$ cat src/rtl/mem_wb_stage.sv
// MEM/WB pipeline register, writeback select and halt-drain FSM for the 16-bit core.
// Optional retired-instruction counter enabled by defining MEMWB_PERF_EN.
module mem_wb_stage #(
    parameter int unsigned N          = 16,
    parameter int unsigned REG_BITS   = 3,
    parameter int unsigned HALT_DRAIN = 2
) (
    input  logic                clk,
    input  logic                rst,
    input  logic                in_valid,
    input  logic [N-1:0]        aluResult,
    input  logic [15:0]         mem_data,
    input  logic                memToReg,
    input  logic                regWrite,
    input  logic [REG_BITS-1:0] writeReg,
    input  logic                halt_in,
    input  logic                stall,
    input  logic                flush,
    output logic                wb_valid,
    output logic                wb_regWrite,
    output logic [REG_BITS-1:0] wb_writeReg,
    output logic [N-1:0]        wb_data,
    output logic                halted,
`ifdef MEMWB_PERF_EN
    output logic [31:0]         retired_count,
`endif
    output logic [1:0]          wb_state
);

    typedef enum logic [1:0] {
        StRun    = 2'd0,
        StDrain  = 2'd1,
        StHalted = 2'd2
    } state_e;

    localparam logic [3:0] DrainInit = 4'(HALT_DRAIN - 1);

    state_e              state_q, state_d;
    logic [3:0]          cnt_q, cnt_d;
    logic                valid_q, valid_d;
    logic [N-1:0]        alu_q, alu_d;
    logic [15:0]         mem_q, mem_d;
    logic                mem_to_reg_q, mem_to_reg_d;
    logic                reg_write_q, reg_write_d;
    logic [REG_BITS-1:0] write_reg_q, write_reg_d;
    logic                load_en;

    // New contents are only accepted while running and neither flushed nor stalled.
    assign load_en = (state_q == StRun) && !flush && !stall;

    always_comb begin
        valid_d      = valid_q;
        alu_d        = alu_q;
        mem_d        = mem_q;
        mem_to_reg_d = mem_to_reg_q;
        reg_write_d  = reg_write_q;
        write_reg_d  = write_reg_q;
        state_d      = state_q;
        cnt_d        = cnt_q;

        if ((state_q != StRun) || flush) begin
            valid_d = 1'b0;
        end else if (!stall) begin
            valid_d = in_valid;
        end

        if (load_en) begin
            alu_d        = aluResult;
            mem_d        = mem_data;
            mem_to_reg_d = memToReg;
            reg_write_d  = regWrite;
            write_reg_d  = writeReg;
        end

        unique case (state_q)
            StRun: begin
                if (load_en && in_valid && halt_in) begin
                    state_d = StDrain;
                    cnt_d   = DrainInit;
                end
            end
            StDrain: begin
                if (cnt_q == 4'd0) begin
                    state_d = StHalted;
                end else begin
                    cnt_d = cnt_q - 4'd1;
                end
            end
            StHalted: begin
                state_d = StHalted;
            end
            default: begin
                state_d = StRun;
            end
        endcase
    end

    always_ff @(posedge clk or posedge rst) begin
        if (rst) begin
            state_q      <= StRun;
            cnt_q        <= 4'd0;
            valid_q      <= 1'b0;
            alu_q        <= '0;
            mem_q        <= '0;
            mem_to_reg_q <= 1'b0;
            reg_write_q  <= 1'b0;
            write_reg_q  <= '0;
        end else begin
            state_q      <= state_d;
            cnt_q        <= cnt_d;
            valid_q      <= valid_d;
            alu_q        <= alu_d;
            mem_q        <= mem_d;
            mem_to_reg_q <= mem_to_reg_d;
            reg_write_q  <= reg_write_d;
            write_reg_q  <= write_reg_d;
        end
    end

    // Memory data is fitted to the datapath width: zero-extended or truncated.
    logic [N-1:0] mem_ext;
    generate
        if (N > 16) begin : g_mem_zext
            assign mem_ext = {{(N - 16){1'b0}}, mem_q};
        end else if (N == 16) begin : g_mem_same
            assign mem_ext = mem_q;
        end else begin : g_mem_trunc
            assign mem_ext = mem_q[N-1:0];
        end
    endgenerate

    assign wb_valid    = valid_q;
    assign wb_regWrite = valid_q & reg_write_q;
    assign wb_writeReg = write_reg_q;
    assign wb_data     = mem_to_reg_q ? mem_ext : alu_q;
    assign halted      = (state_q == StHalted);
    assign wb_state    = state_q;

`ifdef MEMWB_PERF_EN
    logic [31:0] retired_q, retired_d;

    always_comb begin
        retired_d = retired_q;
        if (load_en && in_valid && (retired_q != 32'hFFFF_FFFF)) begin
            retired_d = retired_q + 32'd1;
        end
    end

    always_ff @(posedge clk or posedge rst) begin
        if (rst) begin
            retired_q <= 32'd0;
        end else begin
            retired_q <= retired_d;
        end
    end

    assign retired_count = retired_q;
`endif

endmodule

$ cat config.mk
export PLATFORM = sky130hd
export DESIGN_NAME = mem_wb_stage
export DESIGN_NICKNAME = d
export VERILOG_FILES = /design/src/rtl/mem_wb_stage.sv
export SDC_FILE = /design/constraint.sdc
export NUM_CORES = 1
export LEC_CHECK = 0
export ABC_AREA = 1
export CAP_MARGIN = 20
export CELL_PAD_IN_SITES_DETAIL_PLACEMENT = 0
export CELL_PAD_IN_SITES_GLOBAL_PLACEMENT = 2
export CORE_MARGIN = 2
export CORE_UTILIZATION = 30
export DETAILED_ROUTE_END_ITERATION = 8
export PLACE_DENSITY = 0.92
export SYNTH_ARGS = -nofsm -noshare
export SYNTH_HDL_FRONTEND = slang
export SYNTH_SLANG_ARGS = --single-unit
export TNS_END_PERCENT = 30
$ cat constraint.sdc
create_clock -name clk -period 3.6 [get_ports clk]
set_input_delay 0.72 -clock clk [delete_from_list [all_inputs] [get_ports clk]]
set_output_delay 0.72 -clock clk [all_outputs]
set_load 0.005 [all_outputs]
## Word-level counts from Yosys, hierarchy flattened

Cells that the tools add are included.
Widths: inputs -> output; s select.

| cells by class | value |
|---|---|
| equal/unequal tests | 6 |
| bitwise gates (word level) | 1 |
| reduce and logical (&&, ||, !) cells | 13 |
| muxes and demuxes | 9 |
| add/subtract/negate cells | 1 |

Operator list:

| kind | count |
|---|---|
| $mux 16 | 1 |
| $mux 4 | 2 |
| $pmux 4 s2 | 1 |
| $pmux 2 s3 | 1 |
| $logic_and 1x1->1 | 4 |
| $logic_not 4->1 | 1 |
| $mux 2 | 2 |
| $ne 2x1->1 const B | 2 |
| $ne 2x2->1 const B | 2 |
| $reduce_bool 2->1 | 2 |
| $sub 4x1->4 const B | 1 |
| $reduce_and 3->1 | 1 |
| $eq 2x1->1 const B | 1 |
| $eq 2x2->1 const B | 1 |
| $logic_not 1->1 | 2 |
| $logic_not 2->1 | 1 |
| $mux 1 | 2 |
| $reduce_and 2->1 | 1 |
| $and 1x1->1 | 1 |
| $logic_or 1x1->1 | 1 |

| word-level totals | value |
|---|---|
| bits of input ports | 43 |
| bits in registers | 44 |

## Longest topological paths before layout

Gate-level depths: netlist (run 1).

| logic depth | value |
|---|---|
| depth after elaboration | 7 |
| depth in mapped cells | 9 |

## Worst setup path before layout (run 1)

No wires, ideal clock.

| timing | value |
|---|---|
| path type | register to output |
| start | reg mem_to_reg_q |
| end | out wb_data[10] |
| path slack | 2084 ps |
| arrival | 796 ps |
| stages on the path, launching flop included | 4 |
| cell sequence | dfrtp_1 clkbuf_1 nand2_1 o21ai_0 |

| between the ends | value |
|---|---|
| longest elaborated chain between the ends | 1 |

Ends and longest elaborated chain:

| element | line | RTL |
|---|---|---|
| start: declaration | 43 | `logic mem_to_reg_q, mem_to_reg_d;` |
| start signal: assignment | 114 | `mem_to_reg_q <= mem_to_reg_d;` |
| $mux 16 | 135 | `assign wb_data = mem_to_reg_q ? mem_ext : alu_q;` |
| end: declaration | 22 | `output logic [N-1:0] wb_data,` |

No other way between the ends.

## Worst setup path after layout (run 1)

| timing | value |
|---|---|
| start | reg mem_to_reg_q |
| end | out wb_data[5] |

The elaborated chain is that of the path after synthesis.

==> results of run 1 <==
cell usage in the layout (no fill, tap or decap), types with 4 or more instances in the layout:
master,n
a21oi_1,16
mux2_2,4
nand2_1,39
mux2_4,17
dfrtp_1,44
o21ai_0,17
ha_1,6
clkdlybuf4s50_1,66
inv_1,24
clkbuf_8,5
nand3_1,8
nor2_1,22
through the flow:
| step | total power, W | setup WS (ns) |
|---|---|---|
| global route | 0.00261 | 0.734 |
| global placement | 0.00204 | 1.23 |
| detailed placement | 0.00206 | 1.21 |
| finish | 0.00240 | 0.926 |
| floorplan | 0.00153 | 1.85 |
| CTS | 0.00245 | 0.886 |
metal layers:
metal  track usage [%]  wire length, um  vias up
met5                 0                0        -
met4              3.36               21        0
met3              3.30              198        2
met2              18.5             1980       40
met1              15.1             2060      701
li1                  -                -      801
worst reg2reg max path: cells and delay by family (launching register included):
family | cells | cell delay [ns]
and+or+nand+nor | 2 | 0.51
DFF | 1 | 0.43
muxes | 1 | 0.48
buffers and inverters | 2 | 0.18
adders and majority gates | 1 | 0.19
power by group:
part           internal, W  switching, W  total [W]
logic             0.000675      0.000476    0.00115
registers         0.000740      0.000144   0.000884
clock network     0.000206      0.000163   0.000369
total              0.00162      0.000783    0.00240
final timing paths:
| path | start | to | slack [ns] |
|---|---|---|---|
| worst min-delay path | mem_ext[9] | mem_ext[9] | 0.51 |
| min in group asynchronous | rst | mem_ext[14] | 0.93 |
| worst min register to register | mem_ext[9] | mem_ext[9] | 0.51 |
| worst max-delay path | mem_to_reg_q | wb_data[5] | 0.93 |
| worst max register to register | wb_state[0] | mem_ext[12] | 1.70 |
| max in group asynchronous | rst | mem_to_reg_q | 2.07 |
synth_stat cells, types with 3 or more instances:
master,number,area share (%)
nand2_1,39,7.0
buf_6,3,1.6
nand3_1,8,1.9
mux2_2,4,2.1
a21oi_1,16,3.8
dfrtp_1,44,52
o21ai_0,17,4.1
ha_1,6,3.6
inv_1,25,4.5
nor2_1,22,3.9
clkbuf_1,5,0.89
mux2_4,17,12
logic make-up after synthesis:
group	after synthesis	share of synthesized area, %
DFF	44	52.5
buffers and inverters	34	7.16
AOI/OAI and AO/OA	33	7.87
and+or+nand+nor	72	14.2
xor gates and xnor gates	1	0.417
muxes	21	14.3
adders and majority gates	6	3.58
layout make-up:
class	count	share of cell area, %
sequential	44	37.4
multi-input combinational	133	28.8
timing repair buffer	67	22.7
tap	96	4.08
inverter	26	3.32
clock buffer	6	2.47
clock inverter	2	1.19
state kept, by name, summed over array words and instances, names as in the netlist:
register      flops
wb_writeReg       3
wb_valid          1
wb_state          2
reg_write_q       1
cnt_q             4
mem_to_reg_q      1
alu_q            16
mem_ext          16
==> flow_summary.toml, run 1 <==
[final_layout]
finalNetCount = 326
post-route-util_pct = 43.3
drive_gt1_share_pct = 11.9
final_cells = 374
postLayoutCellArea_sq_mm = 0.00294
seq_area_sq_mm = 0.00110
multi_input_area_sq_um = 847
syn_to_final_growth_pct = 40.2
antenna_cells = 0
n_fill_cell = 680

[timing]
tns_ns = 0
whs_ns = 0.509
setup_viol = 0
worst_pin_slew_ns = 0.916
layout_min_cycle_time_ns = 2.67
slew_violations = 0
rsz0062_at_grt = "false"
max_clock_freq_ghz = 0.374
clock_skew_ns = 0.0127
finalCritPeriodShare_pct = 74.3
hold_viol = 0
timing.slew.headroom_pct = 38.9

[die]
start_util_pct = 30.9
die_area_sq_mm = 0.00768
die_w_um = 87.6
core_area_sq_mm = 0.00679
io_pins = 67
rows = 30
die_h_um = 87.6

[yosys]
syn_inst = 211
ys.flop_type = "dfrtp_1"
yosys.cell_types.count = 17
ys_seq_area_share_pct = 52.5
ys_seq_elements = 44
post_synth_instance_area_sq_mm = 0.00210
synth_edf_count = 0
async_flop_share_pct = 100
synth_fp_nets = 260
ys_warn_count = 0
syn_avg_cell_area_sq_um = 9.94

[clocking]
post_cts_buffers = 0
cts_tree = "yes"
cts.sinks = 44
numCtsBuffers = 5
h-tree-depth = 2
holdBufCountCts = 0
cts_resized = 0
clk_latency_ns = 0.29
clk_pin_slew_ns = 0.08
cts-root-buf = "clkbuf_8"
max-clock-path-buffers = 2

[power_and_ir_drop]
peakVddDrop_mv = 0.377
power_density_mw_per_mm2 = 817
p_leak_nw = 1.42

[worst_setup_path]
cp_max_fo = 18
path_delay_family = "buffers and inverters"
cp.arrival_ns = 1.95
crit_required_ns = 2.88
slowest_stage = "dfrtp_1"
startpoint_type = "flip-flop"
crit_type = "flip-flop to output pin"
r2r.worst_path.cells = 6
cpPeakStageDelay_ns = 0.71
cp_num_cells = 4
endpoint_kind = "output pin"
path_cells = "buf_4 > nand2_1 > o21ai_0 > clkdlybuf4s50_1"
cp_num_buf_inv = 2

[routing]
first_pass_iters = 4
vias = 1544
avgViaCountPerCell = 4.13
ant_nets = 0
drc = 0
drt-initial-drc-count = 59
wirelength_mm = 4.26
wl_per_cell_um = 11.4

[hold_path]
hold_depth = 1
worstHoldPathType = "flip-flop to flip-flop"

[global_routing]
grt-ovfl-total = 0
grt_max_degree = 54
grt_pass1_vias = 1489
grt.total_usage_pct = 11.5
antenna_found_initial = 0
grt_pass1_wl_mm = 6.91

[placed_design]
port-buffer-count = 66
routabilityCongestion = 0.722
placed_cell_area_sq_mm = 0.00283
hpwl_mm = 2.96
dp.cells = 366

[run]
drv_cap = 0

[status]
status = "complete, no violations"
Note: power is estimated with default switching activity, not from simulation.
==> run 2, diff against run 1 <==
--- a/config.mk
+++ b/config.mk
@@ -10,9 +10,9 @@
 export CELL_PAD_IN_SITES_DETAIL_PLACEMENT = 0
 export CELL_PAD_IN_SITES_GLOBAL_PLACEMENT = 2
 export CORE_MARGIN = 2
-export CORE_UTILIZATION = 30
+export CORE_UTILIZATION = 25
 export DETAILED_ROUTE_END_ITERATION = 8
-export PLACE_DENSITY = 0.92
+export PLACE_DENSITY = 0.83
 export SYNTH_ARGS = -nofsm -noshare
 export SYNTH_HDL_FRONTEND = slang
 export SYNTH_SLANG_ARGS = --single-unit
==> constraint.sdc (replaced) <==
create_clock -name clk -period 2.35 [get_ports clk]
set_input_delay 0.47 -clock clk [delete_from_list [all_inputs] [get_ports clk]]
set_output_delay 0.47 -clock clk [all_outputs]
set_load 0.005 [all_outputs]
==> run 2 against run 1 <==
Sequential share of layout area fell by 0.50 points; worst setup slack worse by 0.70 ns; utilization down 6.8 points; via count up 2.7%; combinational power up 61%; sequential power rose by 48%; final area rose by 1.4%; routed wire length up 3.0%; final cell count is 3.2% higher; critical endpoint is now wb_data[15]; largest power group unchanged; highest routed layer is now met3.
==> flow_summary.toml, run 2 (synthesized netlist as in run 1, its figures left out) <==
[timing]
max_clock_freq_ghz = 0.471
hold_viol = 0
layout_min_cycle_time_ns = 2.12
clock_skew_ns = 0.00483
finalCritPeriodShare_pct = 90.3
setup_viol = 0
rsz0062_at_grt = "false"
fin_ws_ns = 0.228
timing.slew.headroom_pct = 66.6
slew_violations = 0
tns_ns = 0
worst_pin_slew_ns = 0.501

[power_and_ir_drop]
switching_share_pct = 33.1
p_seq_share_pct = 36.3
combinationalPowerShare_pct = 51.3
clockPowerShare_pct = 12.4
switching_power_w = 0.00120
peakVddDrop_mv = 0.483
cellInternalPower_w = 0.00242
p_leak_nw = 1.43
power_density_mw_per_mm2 = 1210

[routing]
wl_per_cell_um = 11.4
drt-initial-drc-count = 83
vias = 1586
ant_nets = 0
wirelength_mm = 4.38
avgViaCountPerCell = 4.11
drc = 0
first_pass_iters = 4

[placed_design]
pre_cts_slack_ns = 0.466
hpwl_mm = 3.14
placed_cell_area_sq_mm = 0.00290
port-buffer-count = 66
routabilityCongestion = 0.674

[die]
core_area_sq_mm = 0.00818
rows = 33
die_w_um = 95.6
start_util_pct = 25.7
io_pins = 67
die_h_um = 95.6
die_area_sq_mm = 0.00914

[worst_setup_path]
rrSetupSlack_ns = 0.68
r2r-end = "wb_writeReg[2]"
startpoint_type = "flip-flop"
crit_required_ns = 1.88
endpoint = "wb_data[15]"
r2r-start = "wb_state[0]"
cp_max_fo = 25
cp.arrival_ns = 1.65
crit_start = "mem_to_reg_q"
r2r.worst_path.cells = 7
crit_type = "flip-flop to output pin"
endpoint_kind = "output pin"

[final_layout]
antenna_cells = 0
final_common_cell = "clkdlybuf4s50_1"
syn_to_final_growth_pct = 42.1
finalNetCount = 330
drive_gt1_share_pct = 13.2
postLayoutCellArea_sq_mm = 0.00298
layout_common_cells = "66 x clkdlybuf4s50_1, 44 x dfrtp_1, 39 x nand2_1"

[hold_path]
worstHoldPathType = "flip-flop to flip-flop"
min-delay-start = "cnt_q[0]"

[global_routing]
grt-ovfl-total = 0
grt.total_usage_pct = 10.2
antenna_found_initial = 0
grt_pass1_wl_mm = 7.25
grt_pass1_vias = 1564
grt_max_degree = 54

[clocking]
h-tree-depth = 2
clk_pin_slew_ns = 0.08
cts.sinks = 44
holdBufCountCts = 0
post_cts_buffers = 0
cts_tree = "yes"
max-clock-path-buffers = 2
cts_resized = 0
numCtsBuffers = 5
cts-root-buf = "clkbuf_8"
clk_latency_ns = 0.29

[status]
status = "complete, no violations"

[run]
drv_cap = 0
-- run 2: cell types whose count changed in the layout (fill, tap and decap cells not counted) --
cell / delta
buf_12: +2
buf_4: +2
bufinv_16: -1
clkbuf_1: -1
clkinvlp_4: +1
-- run 2: metal layers --
metal  routed length, um  share of wire (%)  global-route usage, %  vias to the layer above
li1                    -                  -                      -                      807
met1                2060                 47                   14.1                      736
met2                2030                 46                   15.9                       43
met3                 301                6.9                   2.77                        0
met4                   0                  0                   2.50                        0
met5                   0                  0                      0                        -
-- run 2: final cells by class --
class	instances	area, sq um
well taps	105	131
inverters	26	97.6
clock buffers	5	68.8
multi-input cells	133	847
clock inverters	2	12.5
fillers	867	5190
flip-flops and latches	44	1100
repair buffers	71	723
-- run 2: power groups by stage --
stage / clock [W] / combinational (W) / sequential [W]
floorplan: 0 / 0.00105 / 0.00129
global placement: 0 / 0.00187 / 0.00132
detailed placement: 0 / 0.00189 / 0.00133
CTS: 0.000476 / 0.00190 / 0.00131
global route: 0.000502 / 0.00212 / 0.00137
finish: 0.000448 / 0.00185 / 0.00131
-- run 2: worst max-delay path, cell delays in order (launching register included) --
cell and delay [ns]:
dfrtp_1 0.38, buf_4 0.21, o21ai_0 0.24, clkdlybuf4s50_1 0.54
-- run 2: stage by stage --
| step | std cells | power [W] | hold WS (ns) | utilization, % |
|---|---|---|---|---|
| floorplan | 211 | 0.00234 | 0.463 | - |
| detailed placement | 379 | 0.00321 | 0.489 | 35.5 |
| global placement | 379 | 0.00319 | 0.491 | 35.5 |
| CTS | 386 | 0.00369 | 0.508 | 36.5 |
| finish | 386 | 0.00361 | 0.506 | 36.5 |
| global route | 386 | 0.00398 | 0.534 | 36.5 |
-- run 2: worst min-delay path by stage --
stage                            end  slack [ns]  depth (start not counted)
after floorplan             cnt_q[0]        0.46                          2
after CTS                   cnt_q[0]        0.51                          2
after global placement    mem_ext[5]        0.49                          1
after detailed placement    cnt_q[1]        0.49                          2
final                       cnt_q[0]        0.51                          2
after global routing        alu_q[7]        0.53                          2
